==> src/rtl/cam_vip_seq_ctrl.sv <==
// Camera VIP timing sequencer: vsync/href framing, pixel pointers
// and round-robin frame-buffer select from a runtime config.
module cam_vip_seq_ctrl #(
  parameter int CNT_W   = 32,
  parameter int PTR_W   = 16,
  parameter int MAX_BUF = 4
) (
  input  logic                         cam_clk_o,
  input  logic                         s_rstn,
  input  logic                         start_i,
  input  logic                         stop_i,
  input  logic [PTR_W-1:0]             cfg_hres_i,
  input  logic [PTR_W-1:0]             cfg_vres_i,
  input  logic [PTR_W-1:0]             cfg_hblank_i,
  input  logic [7:0]                   cfg_vsync_lines_i,
  input  logic [7:0]                   cfg_vbp_lines_i,
  input  logic [7:0]                   cfg_vfp_lines_i,
  input  logic [15:0]                  cfg_nframes_i,
  input  logic [$clog2(MAX_BUF):0]     cfg_nbuf_i,
  output logic                         busy_o,
  output logic                         vsync_o,
  output logic                         href_o,
  output logic                         bytesel_o,
  output logic [PTR_W-1:0]             col_o,
  output logic [PTR_W-1:0]             line_o,
  output logic [CNT_W-1:0]             pix_addr_o,
  output logic [$clog2(MAX_BUF)-1:0]   bufsel_o,
  output logic                         frame_done_o,
  output logic                         seq_done_o,
  output logic                         err_o
);

  localparam int BUF_W = $clog2(MAX_BUF);
  localparam int NB_W  = BUF_W + 1;

  typedef enum logic [2:0] {
    S_IDLE, S_VSYNC, S_VBP, S_ACTIVE, S_HBLANK, S_VFP
  } st_t;

  st_t              state_q, state_d;
  logic [CNT_W-1:0] tmr_q, tmr_d;

  logic [PTR_W-1:0] sh_hres, sh_vres, sh_hblank;
  logic [7:0]       sh_vs, sh_vbp, sh_vfp;
  logic [15:0]      sh_nfr;
  logic [NB_W-1:0]  sh_nbuf;
  logic             stop_q;
  logic [15:0]      frm_q;

  logic             idle, cfg_ok, go, bad;
  logic [PTR_W-1:0] u_hres, u_hblank;
  logic [7:0]       u_vs, vs_n;
  logic [CNT_W-1:0] lp, vs_len, vbp_len, vfp_len, act_len;
  logic             tmr_last, line_last, col_last, vfp_end, end_seq;
  logic [15:0]      fr_next;
  logic [NB_W-1:0]  nb_inc;

  logic             busy_d, vsync_d, href_d, bsel_d;
  logic [PTR_W-1:0] col_d, line_d;
  logic [CNT_W-1:0] addr_d;
  logic [BUF_W-1:0] buf_d;
  logic             fdone_d, sdone_d, err_d;

  assign idle   = (state_q == S_IDLE);
  assign cfg_ok = (cfg_hres_i != '0) && (cfg_vres_i != '0)
               && (cfg_nbuf_i != '0)
               && (cfg_nbuf_i <= NB_W'(MAX_BUF));
  assign go     = idle && start_i && cfg_ok;
  assign bad    = idle && start_i && !cfg_ok;

  // Load lengths come from the live inputs only at the start edge.
  assign u_hres   = idle ? cfg_hres_i : sh_hres;
  assign u_hblank = idle ? cfg_hblank_i : sh_hblank;
  assign u_vs     = idle ? cfg_vsync_lines_i : sh_vs;
  assign vs_n     = (u_vs == 8'd0) ? 8'd1 : u_vs;

  assign lp      = CNT_W'(u_hres) + CNT_W'(u_hres) + CNT_W'(u_hblank);
  assign vs_len  = CNT_W'(vs_n) * lp;
  assign vbp_len = CNT_W'(sh_vbp) * lp;
  assign vfp_len = (sh_vfp == 8'd0) ? CNT_W'(1) : CNT_W'(sh_vfp) * lp;
  assign act_len = CNT_W'(sh_hres) + CNT_W'(sh_hres);

  assign tmr_last  = (tmr_q == CNT_W'(1));
  assign line_last = (line_o == sh_vres - PTR_W'(1));
  assign col_last  = bytesel_o && (col_o == sh_hres - PTR_W'(1));
  assign vfp_end   = (state_q == S_VFP) && tmr_last;
  assign fr_next   = frm_q + 16'd1;
  assign end_seq   = stop_q || ((sh_nfr != 16'd0) && (fr_next == sh_nfr));
  assign nb_inc    = NB_W'(bufsel_o) + NB_W'(1);

  // State, timer, shadow config, stop flag and frame counter.
  always_ff @(posedge cam_clk_o or negedge s_rstn) begin
    if (!s_rstn) begin
      state_q   <= S_IDLE;
      tmr_q     <= '0;
      sh_hres   <= '0;
      sh_vres   <= '0;
      sh_hblank <= '0;
      sh_vs     <= '0;
      sh_vbp    <= '0;
      sh_vfp    <= '0;
      sh_nfr    <= '0;
      sh_nbuf   <= '0;
      stop_q    <= 1'b0;
      frm_q     <= '0;
    end else begin
      state_q <= state_d;
      tmr_q   <= tmr_d;
      if (go) begin
        sh_hres   <= cfg_hres_i;
        sh_vres   <= cfg_vres_i;
        sh_hblank <= cfg_hblank_i;
        sh_vs     <= cfg_vsync_lines_i;
        sh_vbp    <= cfg_vbp_lines_i;
        sh_vfp    <= cfg_vfp_lines_i;
        sh_nfr    <= cfg_nframes_i;
        sh_nbuf   <= cfg_nbuf_i;
      end
      if (idle) begin
        stop_q <= go && stop_i;
        frm_q  <= '0;
      end else if (vfp_end) begin
        stop_q <= end_seq ? 1'b0 : (stop_q | stop_i);
        frm_q  <= end_seq ? '0 : fr_next;
      end else if (stop_i) begin
        stop_q <= 1'b1;
      end
    end
  end

  // Next state and timer reload on every state entry.
  always_comb begin
    state_d = state_q;
    tmr_d   = tmr_q - CNT_W'(1);
    unique case (state_q)
      S_IDLE: begin
        tmr_d = '0;
        if (go) begin
          state_d = S_VSYNC;
          tmr_d   = vs_len;
        end
      end
      S_VSYNC: begin
        if (tmr_last) begin
          if (sh_vbp != 8'd0) begin
            state_d = S_VBP;
            tmr_d   = vbp_len;
          end else begin
            state_d = S_ACTIVE;
            tmr_d   = act_len;
          end
        end
      end
      S_VBP: begin
        if (tmr_last) begin
          state_d = S_ACTIVE;
          tmr_d   = act_len;
        end
      end
      S_ACTIVE: begin
        if (tmr_last) begin
          if (line_last) begin
            state_d = S_VFP;
            tmr_d   = vfp_len;
          end else if (sh_hblank != '0) begin
            state_d = S_HBLANK;
            tmr_d   = CNT_W'(sh_hblank);
          end else begin
            state_d = S_ACTIVE;
            tmr_d   = act_len;
          end
        end
      end
      S_HBLANK: begin
        if (tmr_last) begin
          state_d = S_ACTIVE;
          tmr_d   = act_len;
        end
      end
      S_VFP: begin
        if (tmr_last) begin
          if (end_seq) begin
            state_d = S_IDLE;
            tmr_d   = '0;
          end else begin
            state_d = S_VSYNC;
            tmr_d   = vs_len;
          end
        end
      end
      default: begin
        state_d = S_IDLE;
        tmr_d   = '0;
      end
    endcase
  end

  // Next values of the registered outputs.
  always_comb begin
    busy_d  = (state_d != S_IDLE);
    vsync_d = (state_d == S_VSYNC);
    href_d  = (state_d == S_ACTIVE);
    bsel_d  = bytesel_o;
    col_d   = col_o;
    line_d  = line_o;
    addr_d  = pix_addr_o;
    buf_d   = bufsel_o;
    fdone_d = 1'b0;
    sdone_d = 1'b0;
    err_d   = bad;
    unique case (1'b1)
      (state_q == S_ACTIVE): begin
        bsel_d = ~bytesel_o;
        if (bytesel_o) begin
          if (col_last) begin
            col_d = '0;
            if (line_last) begin
              line_d = '0;
              addr_d = '0;
            end else begin
              line_d = line_o + PTR_W'(1);
              addr_d = pix_addr_o + CNT_W'(1);
            end
          end else begin
            col_d  = col_o + PTR_W'(1);
            addr_d = pix_addr_o + CNT_W'(1);
          end
        end
      end
      (state_q == S_HBLANK): begin
      end
      vfp_end: begin
        fdone_d = 1'b1;
        buf_d   = (nb_inc >= sh_nbuf) ? '0 : bufsel_o + BUF_W'(1);
        if (end_seq) begin
          sdone_d = 1'b1;
          buf_d   = '0;
        end
      end
      default: begin
        bsel_d = 1'b0;
        col_d  = '0;
        line_d = '0;
        addr_d = '0;
        if (idle) buf_d = '0;
      end
    endcase
  end

  // Output registers.
  always_ff @(posedge cam_clk_o or negedge s_rstn) begin
    if (!s_rstn) begin
      busy_o       <= 1'b0;
      vsync_o      <= 1'b0;
      href_o       <= 1'b0;
      bytesel_o    <= 1'b0;
      col_o        <= '0;
      line_o       <= '0;
      pix_addr_o   <= '0;
      bufsel_o     <= '0;
      frame_done_o <= 1'b0;
      seq_done_o   <= 1'b0;
      err_o        <= 1'b0;
    end else begin
      busy_o       <= busy_d;
      vsync_o      <= vsync_d;
      href_o       <= href_d;
      bytesel_o    <= bsel_d;
      col_o        <= col_d;
      line_o       <= line_d;
      pix_addr_o   <= addr_d;
      bufsel_o     <= buf_d;
      frame_done_o <= fdone_d;
      seq_done_o   <= sdone_d;
      err_o        <= err_d;
    end
  end

endmodule

==> config.mk <==
export PLATFORM = sky130hd
export DESIGN_NAME = cam_vip_seq_ctrl
export DESIGN_NICKNAME = d
export VERILOG_FILES = /design/src/rtl/cam_vip_seq_ctrl.sv
export SDC_FILE = /design/constraint.sdc
export NUM_CORES = 2
export LEC_CHECK = 0
export CAP_MARGIN = 20
export CORE_MARGIN = 1
export CORE_UTILIZATION = 65
export CTS_CLUSTER_SIZE = 10
export DETAILED_ROUTE_END_ITERATION = 7
export PLACE_DENSITY = 0.86
export SETUP_SLACK_MARGIN = 0.02
export SLEW_MARGIN = 30
export SYNTH_ARGS = -nofsm -noshare
export SYNTH_HDL_FRONTEND = slang
export SYNTH_SLANG_ARGS = --single-unit
==> constraint.sdc <==
create_clock -name cam_clk_o -period 13.8 [get_ports cam_clk_o]
set_clock_uncertainty 0.05 [all_clocks]
set_input_delay 2.76 -clock cam_clk_o [delete_from_list [all_inputs] [get_ports cam_clk_o]]
set_output_delay 2.76 -clock cam_clk_o [all_outputs]
set_load 0.05 [all_outputs]
==> impl_metrics.csv <==
group,metric,value,unit
clock_network,clk_pin_slew,0.06,ns
place,place_inst,3981,
worst_setup_path,required,14.17,ns
pwr,finalPower,1350,µW
routing,drtPass1Iterations,8,
timing,fin_worst_hold_slack,0.427,ns
place,port_buffers,167,
synth,synth_top_area_share,21.1,%
cells_and_area,layout.nets,4027,
cells_and_area,fillers,3202,
timing,fin_crit,10.86,ns
cells_and_area,fin_util,73.6,%
timing,drv_slew,0,
global_routing,gr-total-overflow,0,
timing,setup-tns-final,0,ns
routing,wl_per_cell,22.7,µm
global_routing,grt_pass1_vias,26200,
pwr,powerDensity,44.6,nW/µm²
cells_and_area,areaGrowthSynthToFinish,10.7,%
timing,setup_viol,0,
synth,syn_area,27400,µm²
floorplanning,core-area,41200,µm²
timing,max_freq,92.1,MHz
routing,vias,26400,
global_routing,antenna_found_initial,4,
place,post-dp-hpwl,69000,µm
synth,async_flop_share,100,%
hold_path,min_path_cells,2,
hold_path,hp-start,"sh_vs[3]",
clock_network,cts_resized,0,
synth,synth_area_leaders,"fa_1, dfrtp_1, ha_1, nand2_1, inv_1",
routing,wl,91400,µm
synth,synth_flop_cell,"dfrtp_1",
routing,viasPerCell,6.57,
hold_path,hold_class,"reg2reg",
synth,ys_seq_area_share,19.7,%
timing,fin_crit_sh,78.7,%
timing,finalHoldViolations,0,
worst_setup_path,cpMostUsedCell,"fa_1",
run_status,status,"finished, violations left",
worst_setup_path,regToRegEndpoint,"tmr_q[24]",
synth,netlist-cell-type-count,91,
worst_setup_path,crit_path_max_incr_delay,0.53,ns
cells_and_area,final-seq-area,5410,µm²
clock_network,ctsHoldBuffers,0,
clock_network,cts_tree,"yes",
global_routing,grt_usage,42.6,%
floorplanning,die_h,207,µm
floorplanning,start_util,66.5,%
routing,drc,9,
worst_setup_path,crit_type,"in2reg",
routing,drt-initial-drc-count,3249,
worst_setup_path,cp_max_fo,24,
floorplanning,dieArea,43000,µm²
worst_setup_path,worstSetupStartpointType,"primary input",
synth,synth-edff-count,0,
timing,relSlewSlack,27.5,%
floorplanning,rows,74,
floorplanning,io_pins,168,
synth,syn_nets,3949,
worst_setup_path,r2r_slack,4.22,ns
synth,synth-warning-count,0,
worst_setup_path,r2r_cells,31,
clock_network,cts_buffer_depth,3,
synth,yosysTopAreaCell,"fa_1",
worst_setup_path,crit_path_top_delay_cell,"clkdlybuf4s50_1",
cells_and_area,drive_gt1_share,4.53,%
place,gp_congestion,1.11,
hold_path,holdPathEnd,"sh_vs[3]",
run_status,violations,"design-rule violations",
pwr,vdd_ir_drop_max,0.0000910,V
clock_network,worstSkewPairLatency,0.58,ns
pwr,power.leakage,0.0149,µW
global_routing,grt_max_degree,78,
timing,rsz0062_at_grt,"no",
clock_network,cts_made_buffers,27,
cells_and_area,final_cells,4023,
clock_network,root_buffer,"clkbuf_16",
cells_and_area,multiInputGateArea,20000,µm²
synth,syn_inst,3400,
clock_network,clock-sinks,216,
synth,syn_avg_cell_area,8.06,µm²
worst_setup_path,endpoint_kind,"flop",
worst_setup_path,rr_startpoint,"state_q[0]",
worst_setup_path,crit_arrival,11.23,ns
global_routing,grt_pass1_wl,144000,µm
synth,ys_ff_latch,216,
timing,max_slew.worst_pin.slew,1.07,ns
job,cap_violations,0,
clock_network,postCtsSetupBuffers,0,
routing,ant_nets,0,
floorplanning,die_x,207,µm
clock_network,htree_levels,1,
## cell type report
type | instances | share of cell area (%)
multi-input combinational | 2637 | 65.8
sequential | 216 | 17.8
timing repair buffer | 221 | 6.93
inverter | 375 | 4.64
clock buffer | 36 | 2.40
tap | 532 | 2.19
clock inverter | 4 | 0.173
antenna | 2 | 0.0165
## state kept, by name (all words and copies together) (netlist names), 16 cells and up
register,count
line_o,16
sh_hblank,16
col_o,16
pix_addr_o,32
frm_q,16
sh_vres,16
sh_nfr,16
sh_hres,16
tmr_q,32
## per-layer routing
layer	up-vias	wire length (µm)	track usage (%)	part of all wire [%]
met1	12800	34600	56.6	38
met2	1788	39900	64.5	44
li1	11500	-	-	-
met5	-	75	0.667	0.082
met4	8	4650	18.7	5.1
met3	348	12200	12.6	13
## worst max-delay path: cells and delay by family
| kind | cells | cell delay [ns] |
|---|---|---|
| adders and majority gates | 7 | 3.03 |
| xor gates and xnor gates | 1 | 0.18 |
| AOI/OAI and AO/OA | 10 | 2.11 |
| and+or+nand+nor | 8 | 2.16 |
| buffers and inverters | 5 | 0.95 |
## cells by family after synthesis
group                    after synthesis  synth area share [%]
flip-flops                           216                  19.7
AND/OR/NAND/NOR                     1372                  23.2
adder cells (fa/ha/maj)              454                  28.6
XOR/XNOR                             188                  6.01
buffers and inverters                547                  7.63
multiplexers                          20                 0.762
AO/OA/AOI/OAI                        603                  14.0
## cell usage after synthesis, types with 15 or more instances
| library cell | n |
|---|---|
| o21a_1 | 19 |
| o21ai_0 | 171 |
| and2_1 | 37 |
| xor2_1 | 101 |
| inv_1 | 372 |
| or3_1 | 36 |
| nor2_1 | 339 |
| a211oi_1 | 23 |
| or2_2 | 18 |
| a21oi_1 | 137 |
| fa_1 | 289 |
| and3_1 | 31 |
| nand3_1 | 83 |
| xnor2_1 | 87 |
| a21o_1 | 30 |
| nand2_1 | 524 |
| a221oi_1 | 15 |
| nor3_1 | 98 |
| ha_1 | 165 |
| nor2b_1 | 31 |
| a31oi_1 | 39 |
| clkbuf_1 | 156 |
| o21bai_1 | 15 |
| nand4_1 | 45 |
| nand2b_1 | 26 |
| o31ai_1 | 32 |
| dfrtp_1 | 216 |
| nor4_1 | 38 |
## power breakdown
| group | internal [µW] | switching, µW | total [µW] |
|---|---|---|---|
| clock | 383 | 289 | 671 |
| sequential | 634 | 0 | 634 |
| combinational | 25.1 | 23.6 | 48.8 |
| total | 1040 | 312 | 1350 |
## layout by cell type (no fill, tap or decap), types with 38 or more instances in the layout
| cell | count |
|---|---|
| inv_1 | 372 |
| a31oi_1 | 39 |
| clkdlybuf4s50_1 | 166 |
| nand3_1 | 83 |
| ha_1 | 165 |
| nor2_1 | 336 |
| a21oi_1 | 137 |
| fa_1 | 288 |
| dfrtp_1 | 216 |
| xor2_1 | 101 |
| xnor2_1 | 86 |
| buf_4 | 51 |
| nor4_1 | 38 |
| nor3_1 | 97 |
| nand4_1 | 45 |
| nand2_1 | 524 |
| o21ai_0 | 171 |
## per-stage QoR
stage	setup WS (ns)	area, µm²
2_1_floorplan	3.73	27400
3_3_place_gp	2.63	29500
3_5_place_dp	2.29	29500
4_1_cts	2.81	30300
5_1_grt	2.60	30300
6_report	2.94	30300
## how the worst max path moves through the flow
stage | start | end | slack [ns] | depth (start not counted)
CTS | cfg_hres_i[0] | tmr_q[24] | 2.81 | 28
detailed placement | cfg_hres_i[0] | tmr_q[24] | 2.29 | 28
global placement | cfg_hres_i[0] | tmr_q[24] | 2.63 | 31
floorplan | cfg_hres_i[0] | tmr_q[24] | 3.73 | 32
finish | cfg_hres_i[0] | tmr_q[24] | 2.94 | 31
global route | cfg_hres_i[0] | tmr_q[24] | 2.60 | 31
No activity file was read; power rests on OpenSTA's default activity.
